--- src/rtl/hamming_tx_pkg.sv ---
// Shared types and constants for the Hamming(7,4) transmit serializer.
package hamming_tx_pkg;

    typedef enum logic [1:0] {
        IDLE = 2'd0,
        SEND = 2'd1,
        DONE = 2'd2
    } state_t;

    // Codeword positions (1-based) that carry parity bits
    localparam int unsigned POS_P1 = 1;
    localparam int unsigned POS_P2 = 2;
    localparam int unsigned POS_P4 = 4;

    // Codeword width
    localparam int unsigned CW_W = 7;

endpackage

--- src/rtl/hamming74_enc.sv ---
// Combinational Hamming(7,4) encoder.
// data = {d1,d2,d3,d4}; code[k-1] holds codeword position k,
// positions 1..7 = p1 p2 d1 p4 d2 d3 d4.
module hamming74_enc
    import hamming_tx_pkg::*;
(
    input  logic [3:0]      data,
    output logic [CW_W-1:0] code
);

    logic d1, d2, d3, d4;

    assign d1 = data[3];
    assign d2 = data[2];
    assign d3 = data[1];
    assign d4 = data[0];

    // Place data bits and compute the three parity bits
    always_comb begin
        code             = '0;
        code[POS_P1 - 1] = d1 ^ d2 ^ d4;
        code[POS_P2 - 1] = d1 ^ d3 ^ d4;
        code[2]          = d1;
        code[POS_P4 - 1] = d2 ^ d3 ^ d4;
        code[4]          = d2;
        code[5]          = d3;
        code[6]          = d4;
    end

endmodule

--- src/rtl/hamming_tx_serializer.sv ---
// Hamming(7,4) transmit serializer: encodes a nibble on an accepted start
// and shifts the codeword out, position 1 first, one bit per DIVISOR clocks.
// Optional macro HAMMING_ERR_INJECT_EN adds err_pos to flip one codeword
// position for demo purposes.
module hamming_tx_serializer
    import hamming_tx_pkg::*;
#(
    parameter int unsigned DIVISOR = 50_000_000,
    parameter int unsigned CNT_W   = 26
) (
    input  logic            clk_board,
    input  logic            rst,
    input  logic [3:0]      d_in,
`ifdef HAMMING_ERR_INJECT_EN
    input  logic [2:0]      err_pos,
`endif
    input  logic            start,
    output logic            tx_bit,
    output logic            tx_frame,
    output logic            busy,
    output logic            done,
    output logic [CW_W-1:0] code_out
);

    localparam logic [CNT_W-1:0] CNT_LAST = CNT_W'(DIVISOR - 1);

    state_t            state_q, state_d;
    logic [2:0]        idx_q, idx_d;
    logic [CNT_W-1:0]  cnt_q, cnt_d;
    logic [CW_W-1:0]   code_q, code_d;
    logic              tx_bit_q, tx_bit_d;
    logic              frame_q, frame_d;
    logic              busy_q, busy_d;
    logic              done_q, done_d;

    logic [CW_W-1:0]   enc_code;
    logic [CW_W-1:0]   err_mask;

    hamming74_enc u_enc (
        .data (d_in),
        .code (enc_code)
    );

    // Single-bit error mask selected by err_pos (0 = no error)
    always_comb begin
        err_mask = '0;
`ifdef HAMMING_ERR_INJECT_EN
        if (err_pos != 3'd0) begin
            err_mask = CW_W'(1) << (err_pos - 3'd1);
        end
`endif
    end

    // Next state, counters and registered outputs; outputs are derived from
    // the next-state values so they line up with the state they describe
    always_comb begin
        state_d  = state_q;
        idx_d    = idx_q;
        cnt_d    = cnt_q;
        code_d   = code_q;
        tx_bit_d = 1'b0;
        frame_d  = 1'b0;
        busy_d   = 1'b0;
        done_d   = 1'b0;

        case (state_q)
            IDLE: begin
                if (start) begin
                    code_d  = enc_code ^ err_mask;
                    idx_d   = 3'd1;
                    cnt_d   = '0;
                    state_d = SEND;
                end
            end
            SEND: begin
                if (cnt_q == CNT_LAST) begin
                    if (idx_q == 3'd7) begin
                        state_d = DONE;
                    end else begin
                        idx_d = idx_q + 3'd1;
                        cnt_d = '0;
                    end
                end else begin
                    cnt_d = cnt_q + CNT_W'(1);
                end
            end
            DONE: begin
                state_d = IDLE;
            end
            default: begin
                state_d = IDLE;
            end
        endcase

        case (state_d)
            SEND: begin
                tx_bit_d = code_d[idx_d - 3'd1];
                frame_d  = 1'b1;
                busy_d   = 1'b1;
            end
            DONE: begin
                busy_d = 1'b1;
                done_d = 1'b1;
            end
            default: begin
            end
        endcase
    end

    // State and output registers with asynchronous active-low reset
    always_ff @(posedge clk_board or negedge rst) begin
        if (!rst) begin
            state_q  <= IDLE;
            idx_q    <= '0;
            cnt_q    <= '0;
            code_q   <= '0;
            tx_bit_q <= 1'b0;
            frame_q  <= 1'b0;
            busy_q   <= 1'b0;
            done_q   <= 1'b0;
        end else begin
            state_q  <= state_d;
            idx_q    <= idx_d;
            cnt_q    <= cnt_d;
            code_q   <= code_d;
            tx_bit_q <= tx_bit_d;
            frame_q  <= frame_d;
            busy_q   <= busy_d;
            done_q   <= done_d;
        end
    end

    assign tx_bit   = tx_bit_q;
    assign tx_frame = frame_q;
    assign busy     = busy_q;
    assign done     = done_q;
    assign code_out = code_q;

endmodule

--- config.mk ---
export PLATFORM = sky130hd
export DESIGN_NAME = hamming_tx_serializer
export DESIGN_NICKNAME = d
export VERILOG_FILES = /design/src/rtl/hamming_tx_pkg.sv /design/src/rtl/hamming74_enc.sv /design/src/rtl/hamming_tx_serializer.sv
export SDC_FILE = /design/constraint.sdc
export NUM_CORES = 1
export LEC_CHECK = 0
export ABC_AREA = 1
export CAP_MARGIN = 20
export CORE_MARGIN = 3
export CORE_UTILIZATION = 45
export CTS_BUF_LIST = sky130_fd_sc_hd__clkbuf_4 sky130_fd_sc_hd__clkbuf_8
export CTS_CLUSTER_SIZE = 8
export DETAILED_ROUTE_END_ITERATION = 10
export SLEW_MARGIN = 20
export SYNTH_ARGS = -nofsm -noshare
export SYNTH_HDL_FRONTEND = slang
export SYNTH_HIERARCHICAL = 1
export SYNTH_SLANG_ARGS = --single-unit
--- constraint.sdc ---
create_clock -name clk_board -period 3.1 [get_ports clk_board]
set_clock_uncertainty 0.05 [all_clocks]
set_input_delay 0.465 -clock clk_board [delete_from_list [all_inputs] [get_ports clk_board]]
set_output_delay 0.465 -clock clk_board [all_outputs]
set_load 0.02 [all_outputs]
; After elaboration in Yosys (flattened, before gate mapping)
; Index checks and enable logic that the tools add are counted.
[classes]
add_sub_neg = 3
magnitude_cmp = 1
eq_ne = 7
mux = 20
n_bitwise = 6
n_reduce_logical = 4
[ops]
columns = operator, count
row1 = 2-to-1 mux 26 bit, 3
row2 = one-hot mux 26 bit (2 select lines), 1
row3 = "adder 26 x 1 -> 26 bit, second input constant", 1
row4 = "equality test 26 bit, second input constant", 1
row5 = 2-to-1 mux 7 bit, 2
row6 = 2-to-1 mux 3 bit, 3
row7 = 2-to-1 mux 2 bit, 3
row8 = one-hot mux 3 bit (2 select lines), 1
row9 = XOR 1 bit, 6
row10 = 2-to-1 mux 1 bit, 5
row11 = "equality test 2 x 1 -> 1 bit, second input constant", 2
row12 = "< comparator 3 x 4 -> 1 bit, second input constant", 1
row13 = one-hot mux 2 bit (2 select lines), 1
row14 = "adder 3 x 1 -> 3 bit, second input constant", 1
row15 = binary-select mux 1 bit (select 3 bit), 1
row16 = "equality test 3 bit, second input constant", 1
row17 = "inequality test 3 bit, second input constant", 1
row18 = AND reduction 3 bit, 1
row19 = "subtractor 3 x 1 -> 3 bit, second input constant", 1
row20 = "equality test 2 bit, second input constant", 1
row21 = logical NOT 2 bit, 1
row22 = "inequality test 2 bit, second input constant", 1
row23 = nonzero test 2 bit, 1
row24 = OR reduction 2 bit, 1
[totals]
reg_bits = 42
in_bits = 7
output_inout_bits = 11
word_cells = 49

; Depth between registers and ports, before layout
; Gate-level depths: netlist (run 1).
[depth]
ltp_word = 8
ltp_mapped = 20

; Modules after synthesis
; The synthesis (run 1) kept the hierarchy.
[by_module_without_submodules]
columns = mod, instances, cells_each, area_per_inst_um2, seq_area_each_um2
row1 = hamming_tx_serializer, 1, 315, 2509.9, 1051.0
row2 = hamming74_enc, 1, 29, 131.4, 0.0

; Least setup slack after synthesis (run 1)
; Ideal clock, no wire load.
[synth_path]
path_type = register to register
from = register cnt_q[0]
to = register tx_bit_q (netlist: tx_bit)
setup_ps = 120
arrival_ps = 2201
setup_slack_ps = 729
path_stages_with_launch = 21
n_path_buf = 0
path_cell_list = dfrtp_1 -> ha_1 -> nand2_1 -> nor2_4 -> inv_1 -> nor3_1 -> nand3_1 -> nand2_1 -> inv_1 -> o21ai_0 -> inv_1 -> ha_1 -> inv_1 -> nor2_1 -> nand2_2 -> nand2_1 -> inv_1 -> nand2_1 -> nand2_1 -> nand2_1 -> nor2_2
[synth_via]
elab_chain_len = 7
word_cells_on_any_way = 10
[synth_lines]
columns = item, line_no
row1 = from (decl), hamming_tx_serializer.sv:29  ; logic [CNT_W-1:0] cnt_q, cnt_d;
row2 = from (signal assigned), hamming_tx_serializer.sv:124  ; cnt_q <= cnt_d;
row3 = equality test 26 bit, hamming_tx_serializer.sv:76  ; if (cnt_q == CNT_LAST) begin
row4 = 2-to-1 mux 3 bit, hamming_tx_serializer.sv:76
row5 = one-hot mux 3 bit (2 select lines), hamming_tx_serializer.sv:66  ; case (state_q)
row6 = named net idx_d[1], hamming_tx_serializer.sv:28  ; logic [2:0] idx_q, idx_d;
row7 = subtractor 3 x 1 -> 3 bit, hamming_tx_serializer.sv:97  ; tx_bit_d = code_d[idx_d - 3'd1];
row8 = binary-select mux 1 bit (select 3 bit), hamming_tx_serializer.sv:97
row9 = 2-to-1 mux 1 bit (not written as such), hamming_tx_serializer.sv:97
row10 = 2-to-1 mux 1 bit, hamming_tx_serializer.sv:95  ; case (state_d)
row11 = named net tx_bit_d, hamming_tx_serializer.sv:31  ; logic tx_bit_q, tx_bit_d;
row12 = to (signal assigned), hamming_tx_serializer.sv:126  ; tx_bit_q <= tx_bit_d;
row13 = to (decl), hamming_tx_serializer.sv:31
; The timed path passes the listed nets, and every way through them passes these cells. The select of a mux whose other input is x is not followed.
; A chain may end at the register's enable or synchronous reset.

; Worst setup path after layout (run 1)
; Ends and elaborated chain as after synthesis.

==> results of run 1 <==
metal layers:
metal  wire length [µm]  up-vias  part of all wire  GRT usage
met5                  0        -                 0          0
met4                 90        0             0.014     0.0572
met3                198        8             0.031     0.0456
met2               3010       41              0.48      0.345
met1               3000     1043              0.48      0.271
li1                   -     1158                 -          -
synthesized netlist by cell type:
| cell type | instances | area share |
|---|---|---|
| or2_2 | 1 | 0.0024 |
| clkbuf_1 | 1 | 0.0014 |
| nor2_2 | 3 | 0.0071 |
| a32o_1 | 3 | 0.011 |
| o31ai_1 | 3 | 0.0085 |
| nor2_1 | 35 | 0.050 |
| dfrtp_1 | 42 | 0.40 |
| nand3_1 | 26 | 0.049 |
| nand3_2 | 3 | 0.011 |
| buf_4 | 5 | 0.014 |
| buf_2 | 3 | 0.0057 |
| buf_6 | 1 | 0.0043 |
| inv_1 | 34 | 0.048 |
| nor4_1 | 3 | 0.0071 |
| nor4_2 | 1 | 0.0047 |
| o21ai_1 | 2 | 0.0038 |
| nand2_2 | 11 | 0.026 |
| a21oi_1 | 14 | 0.027 |
| inv_2 | 7 | 0.0099 |
| nor2_4 | 3 | 0.013 |
| and3_1 | 1 | 0.0024 |
| a2bb2oi_1 | 1 | 0.0033 |
| o21ai_0 | 7 | 0.013 |
| nor3_1 | 6 | 0.011 |
| o22ai_1 | 5 | 0.012 |
| nand3_4 | 1 | 0.0066 |
| nor4_4 | 1 | 0.0081 |
| nand4_1 | 11 | 0.026 |
| a31oi_1 | 1 | 0.0024 |
| nand2_1 | 84 | 0.12 |
| o32ai_1 | 2 | 0.0066 |
| nand2_4 | 2 | 0.0085 |
| nor3_2 | 2 | 0.0076 |
| ha_1 | 5 | 0.024 |
| xor2_1 | 14 | 0.046 |
cell type report:
type / instances / area [µm²]
fillers: 569 / 2670
multi-input cells: 251 / 1370
flip-flops and latches: 42 / 1050
repair buffers: 20 / 188
inverters: 41 / 154
well taps: 72 / 90.1
clock buffers: 6 / 76.3
clock inverters: 2 / 13.8
through the flow:
stage	cells	instance area, µm²
3_5_place_dp	426	2850
4_1_cts	434	2940
2_1_floorplan	344	2640
6_report	434	2940
3_3_place_gp	426	2850
5_1_grt	434	2940
path summary, 6_finish.rpt:
kind                             start           to  slack, ns
max                           cnt_q[0]       tx_bit       0.45
min                                rst     cnt_q[2]       0.26
max reg2reg                   cnt_q[0]       tx_bit       0.45
min reg2reg                code_out[2]  code_out[2]       0.47
max in group asynchronous          rst    cnt_q[24]       2.16
min in group clk_board     code_out[2]  code_out[2]       0.47
registers in the layout (all words and copies together), names as in the netlist:
register / cells
idx_q: 3
state_q: 2
tx_bit: 1
done: 1
code_out: 7
cnt_q: 26
busy: 1
tx_frame: 1
cell families after synthesis:
family | after synthesis | share of synthesized area
and+or+nand+nor | 194 | 0.360
buffers and inverters | 51 | 0.0838
DFF | 42 | 0.398
AOI/OAI and AO/OA | 38 | 0.0876
xor gates and xnor gates | 14 | 0.0464
adders and majority gates | 5 | 0.0237
power by group:
part	total, µW	internal, µW	switching [µW]
clock	363	168	195
sequential	547	547	0
combinational	32.0	10.4	21.6
total	942	726	216
==> impl_metrics.toml, run 1 <==
[critical_path]
critPathSlowestCell = "dfrtp_1"
critPathCaptureType = "flop"
cp.depth = 20
crit_family = "simple AND/OR/NAND/NOR gates"
max_stage_delay_ns = 0.39
worstPathRequired_ns = 3.24
critPathMaxFanout = 6
rr_worst_depth = 20
critPathBufInv = 5
startpoint_type = "flop"
crit_type = "reg2reg"
crit_top_cell = "nand2_1"
path_cells = "ha_1 > nand2_1 > nor2_4 > inv_1 > nor3_1 > nand3_1 > nand2_1 > inv_1 > o21ai_0 > inv_1 > ha_1 > inv_1 > nor2_1 > nand2_2 > nand2_1 > inv_1 > nand2_1 > nand2_1 > nand2_1 > nor2_2"
worstPathArrival_ns = 2.79

[sta]
hold_ws_ns = 0.264
maxSlewViolCount = 0
hold_viol = 0
timing.final.ws_setup_ns = 0.455
setup_viol = 0
tightestPinTransition_ns = 0.943
period_share = 0.853
slew_headroom = 0.371
timing.fmax_mhz = 378
setup_tns_ns = 0
rsz0062_at_grt = "no"
min_period_ns = 2.65

[clock_tree]
cts_inserted_buffers = 5
tritoncts = "yes"
clk_pin_slew_worst_paths_ns = 0.08
cts_hold_buf = 0
cts_buffer_depth = 2
cts-root-buf = "clkbuf_8"
clock-sinks = 42
post_cts_buffers = 0
htreeDepth = 2
post_cts_resized = 0
clkLatencyLatePin_ns = 0.29

[placed_design]
hpwlAfterDp_um = 4690
pre_cts_ws_ns = 0.482
io_buffers = 17
routabilityCongestion = 0.854

[die]
ioPinCount = 18
die_area_mm2 = 0.00682
die_w_um = 82.6
initial_core_util = 0.471
rows = 27
core_region_area_mm2 = 0.00561
die_h_um = 82.6

[power_and_ir_drop]
p_leak_uw = 0.00144
finalPower_uw = 942
power_density_mw_per_mm2 = 320
peakVddDrop_v = 0.000182

[logic_synthesis]
synthCells = 344
synth_nets = 356
syn_avg_cell_area_um2 = 7.68
netlist_area_mm2 = 0.00264
synth_warnings = 6
ys_types = 35
synth_seq_area_share = 0.398
synth.ff_latch_count = 42

[final_layout]
utilization = 0.525
final_cell_mix = "84 x nand2_1, 42 x dfrtp_1, 35 x nor2_1"
area_growth_pct = 11.4
drive_gt1_frac = 0.130
final_common_cell = "nand2_1"
fin_nets = 373
antenna_cells = 0

[detailed_routing]
vias = 2250
drc = 0
wl_per_cell_um = 14.5
drt-initial-drc-count = 147
routed_via_density = 5.18
wl_um = 6300
antenna_left = 0
firstDrtPassIters = 4

[flow_run]
max-cap-violations = 0

[grt]
grt_usage = 0.207
grt_max_degree = 43
grt_antenna_before_repair = 0
grt_pass1_wl_um = 10700
overflow = 0
grt_pass1_vias = 2215

[run_status]
status = "finished clean"

[worst_hold_path]
hold_path_class = "in2async"
Power figures use the tool's default switching activity.
==> run 2: changes to the inputs <==
--- a/config.mk
+++ b/config.mk
@@ -8,10 +8,12 @@
 export ABC_AREA = 1
 export CAP_MARGIN = 20
 export CORE_MARGIN = 3
-export CORE_UTILIZATION = 45
+export CORE_UTILIZATION = 30
 export CTS_BUF_LIST = sky130_fd_sc_hd__clkbuf_4 sky130_fd_sc_hd__clkbuf_8
 export CTS_CLUSTER_SIZE = 8
 export DETAILED_ROUTE_END_ITERATION = 10
+export GPL_ROUTABILITY_DRIVEN = 0
+export SKIP_LAST_GASP = 1
 export SLEW_MARGIN = 20
 export SYNTH_ARGS = -nofsm -noshare
 export SYNTH_HDL_FRONTEND = slang
==> run 2 against run 1 <==
Compared with the run above:
- the run now ends with negative hold slack left
- worst setup slack got worse by 0.055 ns
- final cell count grew 7.6%
- die area grew 46%
- sequential share of layout area shrank 0.64 points
- worst hold slack got worse by 0.26 ns
- power rose by 1.0%
- non-clock buffer count unchanged
- count of clock-buffer cells in the layout unchanged
- first-iteration DRC count is 30% lower
- flip-flop and latch count did not move
==> impl_metrics.toml, run 2 (same netlist as run 1, synthesis figures left out) <==
[critical_path]
endpoint = "tx_bit"
rr_worst_depth = 20
critPathCaptureType = "flop"
crit_type = "reg2reg"
critPathMaxFanout = 6
startpoint_type = "flop"
worstPathRequired_ns = 3.26
r2r_start = "cnt_q[0]"
r2r-end = "tx_bit"
r2r_slack_ns = 0.40
startpoint = "cnt_q[0]"
worstPathArrival_ns = 2.86

[detailed_routing]
wl_um = 6200
drt-initial-drc-count = 103
vias = 2326
drc = 0
routed_via_density = 4.98
firstDrtPassIters = 4
antenna_left = 0
wl_per_cell_um = 13.3

[die]
die_area_mm2 = 0.00997
initial_core_util = 0.315
die_w_um = 99.8
rows = 33
die_h_um = 99.8
core_region_area_mm2 = 0.00838
ioPinCount = 18

[final_layout]
antenna_cells = 0
largest-register = "cnt_q"
area_growth_pct = 13.4
fin_nets = 373
final_cell_mix = "84 x nand2_1, 42 x dfrtp_1, 35 x nor2_1"
fill_cells = 880
final_common_cell = "nand2_1"
utilization = 0.357
stdcell_count = 467
largest_register_ffs = 26
drive_gt1_frac = 0.130
seq_area_mm2 = 0.00105
multi_input_area_mm2 = 0.00137

[clock_tree]
cts_hold_buf = 0
cts_buffer_depth = 2
post_cts_buffers = 0
clkLatencyLatePin_ns = 0.31
cts-root-buf = "clkbuf_8"
htreeDepth = 2
tritoncts = "yes"
cts_inserted_buffers = 5
clk_pin_slew_worst_paths_ns = 0.09
post_cts_resized = 0
clock-sinks = 42

[sta]
period_share = 0.871
rsz0062_at_grt = "no"
timing.fmax_mhz = 370
min_period_ns = 2.70
tightestPinTransition_ns = 0.585
hold_ws_ns = -0.000859
setup_viol = 0
hold_viol = 6
setup_tns_ns = 0
slew_headroom = 0.606
maxSlewViolCount = 0

[grt]
met1_usage = 0.179
busiest_layer = "met2"
grt_use_met2 = 0.226
grt_usage = 0.136
met3_usage = 0.0236
grt_max_degree = 43
grt_pass1_wl_um = 11000
grt_pass1_vias = 2280
overflow = 0
grt_antenna_before_repair = 0

[placed_design]
place_inst = 458
io_buffers = 17
hpwlAfterDp_um = 4640

[flow_run]
max-cap-violations = 0

[worst_hold_path]
hold_path_class = "in2async"

[power_and_ir_drop]
power_density_mw_per_mm2 = 318
p_leak_uw = 0.00145
peakVddDrop_v = 0.000134

[run_status]
violations = "negative hold slack"
status = "finished, violations left"
## run 2: metrics by stage
stage	total power (µW)	hold slack, ns	setup WS [ns]	cell area, µm²
after floorplan	572	0.119	0.729	2640
after global placement	591	0.447	0.571	2890
after detailed placement	592	0.445	0.436	2890
after CTS	961	0.297	0.382	2980
after global routing	992	0.0202	0.0103	3000
final	951	-0.000859	0.400	3000
## run 2: report_power, final
part           switching, µW  leakage, µW  internal [µW]
registers                  0     0.000494            547
logic                   22.4     0.000904           12.9
clock network            201    0.0000486            168
total                    223      0.00145            728
## run 2: layer usage
metal	up-vias	part of all wire
met5	-	0
met4	0	0.018
met3	10	0.047
met2	56	0.48
met1	1091	0.46
li1	1169	-
## run 2: worst min-delay path by stage
stage	cells after the start	startpoint	to
finish	1	rst	tx_bit
global route	1	rst	tx_frame
CTS	1	rst	cnt_q[9]
detailed placement	2	code_out[0]	code_out[0]
global placement	1	cnt_q[1]	cnt_q[1]
floorplan	0	rst	busy
## run 2: worst max-delay path, stage by stage, from the launching register on
cell,delay (ns)
dfrtp_1,0.39
ha_1,0.24
nand2_1,0.11
nor2_4,0.15
inv_1,0.09
nor3_1,0.20
nand3_1,0.12
nand2_1,0.08
inv_1,0.04
o21ai_0,0.24
inv_1,0.08
ha_1,0.30
inv_1,0.06
nor2_1,0.12
nand2_2,0.06
nand2_1,0.05
inv_1,0.04
nand2_1,0.04
nand2_1,0.04
nand2_1,0.06
nor2_2,0.03
## run 2: area by class of cell
type / instances / area share
inverters: 41 / 0.0514
clock inverters: 2 / 0.00459
clock buffers: 6 / 0.0255
multi-input cells: 251 / 0.457
flip-flops and latches: 42 / 0.351
repair buffers: 20 / 0.0668
well taps: 105 / 0.0439
==> run 3: changes to the inputs <==
--- a/config.mk
+++ b/config.mk
@@ -7,12 +7,13 @@
 export LEC_CHECK = 0
 export ABC_AREA = 1
 export CAP_MARGIN = 20
-export CORE_MARGIN = 3
+export CORE_MARGIN = 2
 export CORE_UTILIZATION = 30
 export CTS_BUF_LIST = sky130_fd_sc_hd__clkbuf_4 sky130_fd_sc_hd__clkbuf_8
 export CTS_CLUSTER_SIZE = 8
 export DETAILED_ROUTE_END_ITERATION = 10
 export GPL_ROUTABILITY_DRIVEN = 0
+export PLACE_DENSITY = 0.56
 export SKIP_LAST_GASP = 1
 export SLEW_MARGIN = 20
 export SYNTH_ARGS = -nofsm -noshare
==> run 3 against run 2 <==
Compared with the run above:
- the run now ends clean
- worst hold slack better by 0.25 ns
- critical path type unchanged
- highest routed layer unchanged
- flip-flop and latch count unchanged
- critical path depth unchanged
- die area down 4.0%
- sequential share of layout area down 0.12 points
- routed wire length up 1.5%
- largest power group unchanged
- largest cell class unchanged
==> impl_metrics.toml, run 3 (same netlist as run 1, synthesis figures left out) <==
[clock_tree]
clkLatencyLatePin_ns = 0.31
cts_hold_buf = 0
post_cts_resized = 0
tritoncts = "yes"
htreeDepth = 2
clock-sinks = 42
cts_buffer_depth = 2
cts-root-buf = "clkbuf_8"
post_cts_buffers = 0
cts_inserted_buffers = 5
clk_pin_slew_worst_paths_ns = 0.08

[critical_path]
critPathCaptureType = "flop"
startpoint_type = "flop"
worstPathArrival_ns = 2.82
rr_worst_depth = 20
critPathMaxFanout = 6
r2r-end = "tx_bit"
r2r_start = "cnt_q[0]"
worstPathRequired_ns = 3.26
r2r_slack_ns = 0.44
crit_type = "reg2reg"

[detailed_routing]
vias = 2345
drt-initial-drc-count = 66
antenna_left = 0
wl_um = 6290
drc = 0
wl_per_cell_um = 13.4
firstDrtPassIters = 4
routed_via_density = 4.99

[sta]
min_period_ns = 2.66
setup_viol = 0
period_share = 0.859
hold_ws_ns = 0.252
hold_viol = 0
maxSlewViolCount = 0
setup_tns_ns = 0
rsz0062_at_grt = "no"
timing.fmax_mhz = 376
tightestPinTransition_ns = 0.952
slew_headroom = 0.365

[final_layout]
final_cell_mix = "84 x nand2_1, 42 x dfrtp_1, 35 x nor2_1"
final_common_cell = "nand2_1"
largest-register = "cnt_q"
area_growth_pct = 13.8
antenna_cells = 0
stdcell_count = 470
fin_nets = 373
fill_cells = 926
largest_register_ffs = 26
drive_gt1_frac = 0.130

[placed_design]
io_buffers = 17
hpwlAfterDp_um = 4720
place_inst = 462

[die]
rows = 34
die_area_mm2 = 0.00957
core_region_area_mm2 = 0.00864
ioPinCount = 18
die_w_um = 97.8
initial_core_util = 0.306
die_h_um = 97.8

[grt]
grt_usage = 0.140
grt_pass1_wl_um = 10800
grt_max_degree = 43
grt_antenna_before_repair = 0
overflow = 0
grt_pass1_vias = 2280

[power_and_ir_drop]
peakVddDrop_v = 0.000169
p_leak_uw = 0.00145
power_density_mw_per_mm2 = 340

[run_status]
status = "finished clean"

[flow_run]
max-cap-violations = 0

[worst_hold_path]
hold_path_class = "in2async"
[run 3: cell count changes in the layout (fill, tap and decap cells not counted), sizes merged]
cell / change
clkbuf: -1
bufinv: +1
[run 3: report_power, final]
part | switching [µW] | leakage, µW | internal [µW]
Clock | 204 | 0.0000579 | 237
Combinational | 23.4 | 0.000898 | 10.4
Sequential | 0 | 0.000494 | 547
[run 3: worst max path at each step]
stage / to / cells past startpoint / startpoint
final: tx_bit / 20 / cnt_q[0]
after floorplan: tx_bit / 20 / cnt_q[0]
after CTS: tx_bit / 20 / cnt_q[0]
after detailed placement: tx_bit / 20 / cnt_q[0]
after global placement: tx_bit / 20 / cnt_q[0]
after global routing: tx_bit / 20 / cnt_q[0]
[run 3: through the flow]
stage                      util  total power (µW)  setup WS, ns  area [µm²]
after CTS                 0.348              1030         0.421        3010
final                     0.348              1020         0.438        3010
after global routing      0.348              1060        0.0695        3010
after floorplan               -               572         0.729        2640
after detailed placement  0.335               593         0.427        2900
after global placement    0.335               592         0.567        2900
[run 3: worst max-delay path, cell delays in order (launching register included)]
cell     delay [ns]
dfrtp_1        0.39
ha_1           0.25
nand2_1        0.11
nor2_4         0.15
inv_1          0.09
nor3_1         0.21
nand3_1        0.12
nand2_1        0.08
inv_1          0.03
o21ai_0        0.20
inv_1          0.07
ha_1           0.29
inv_1          0.06
nor2_1         0.13
nand2_2        0.06
nand2_1        0.05
inv_1          0.04
nand2_1        0.05
nand2_1        0.04
nand2_1        0.06
nor2_2         0.03
[run 3: per-layer routing]
metal  vias up  part of all wire  GRT usage
li1       1160                 -          -
met1      1124              0.48      0.185
met2        49              0.45      0.224
met3        12             0.036     0.0258
met4         0             0.027     0.0630
met5         -                 0          0
[run 3: area by class of cell]
cell class | count | area (µm²) | share of cell area
clock buffer | 5 | 68.8 | 0.0229
clock inverter | 3 | 40.0 | 0.0133
inverter | 41 | 154 | 0.0512
multi-input combinational | 251 | 1370 | 0.455
sequential | 42 | 1050 | 0.350
tap | 108 | 135 | 0.0450
timing repair buffer | 20 | 188 | 0.0624
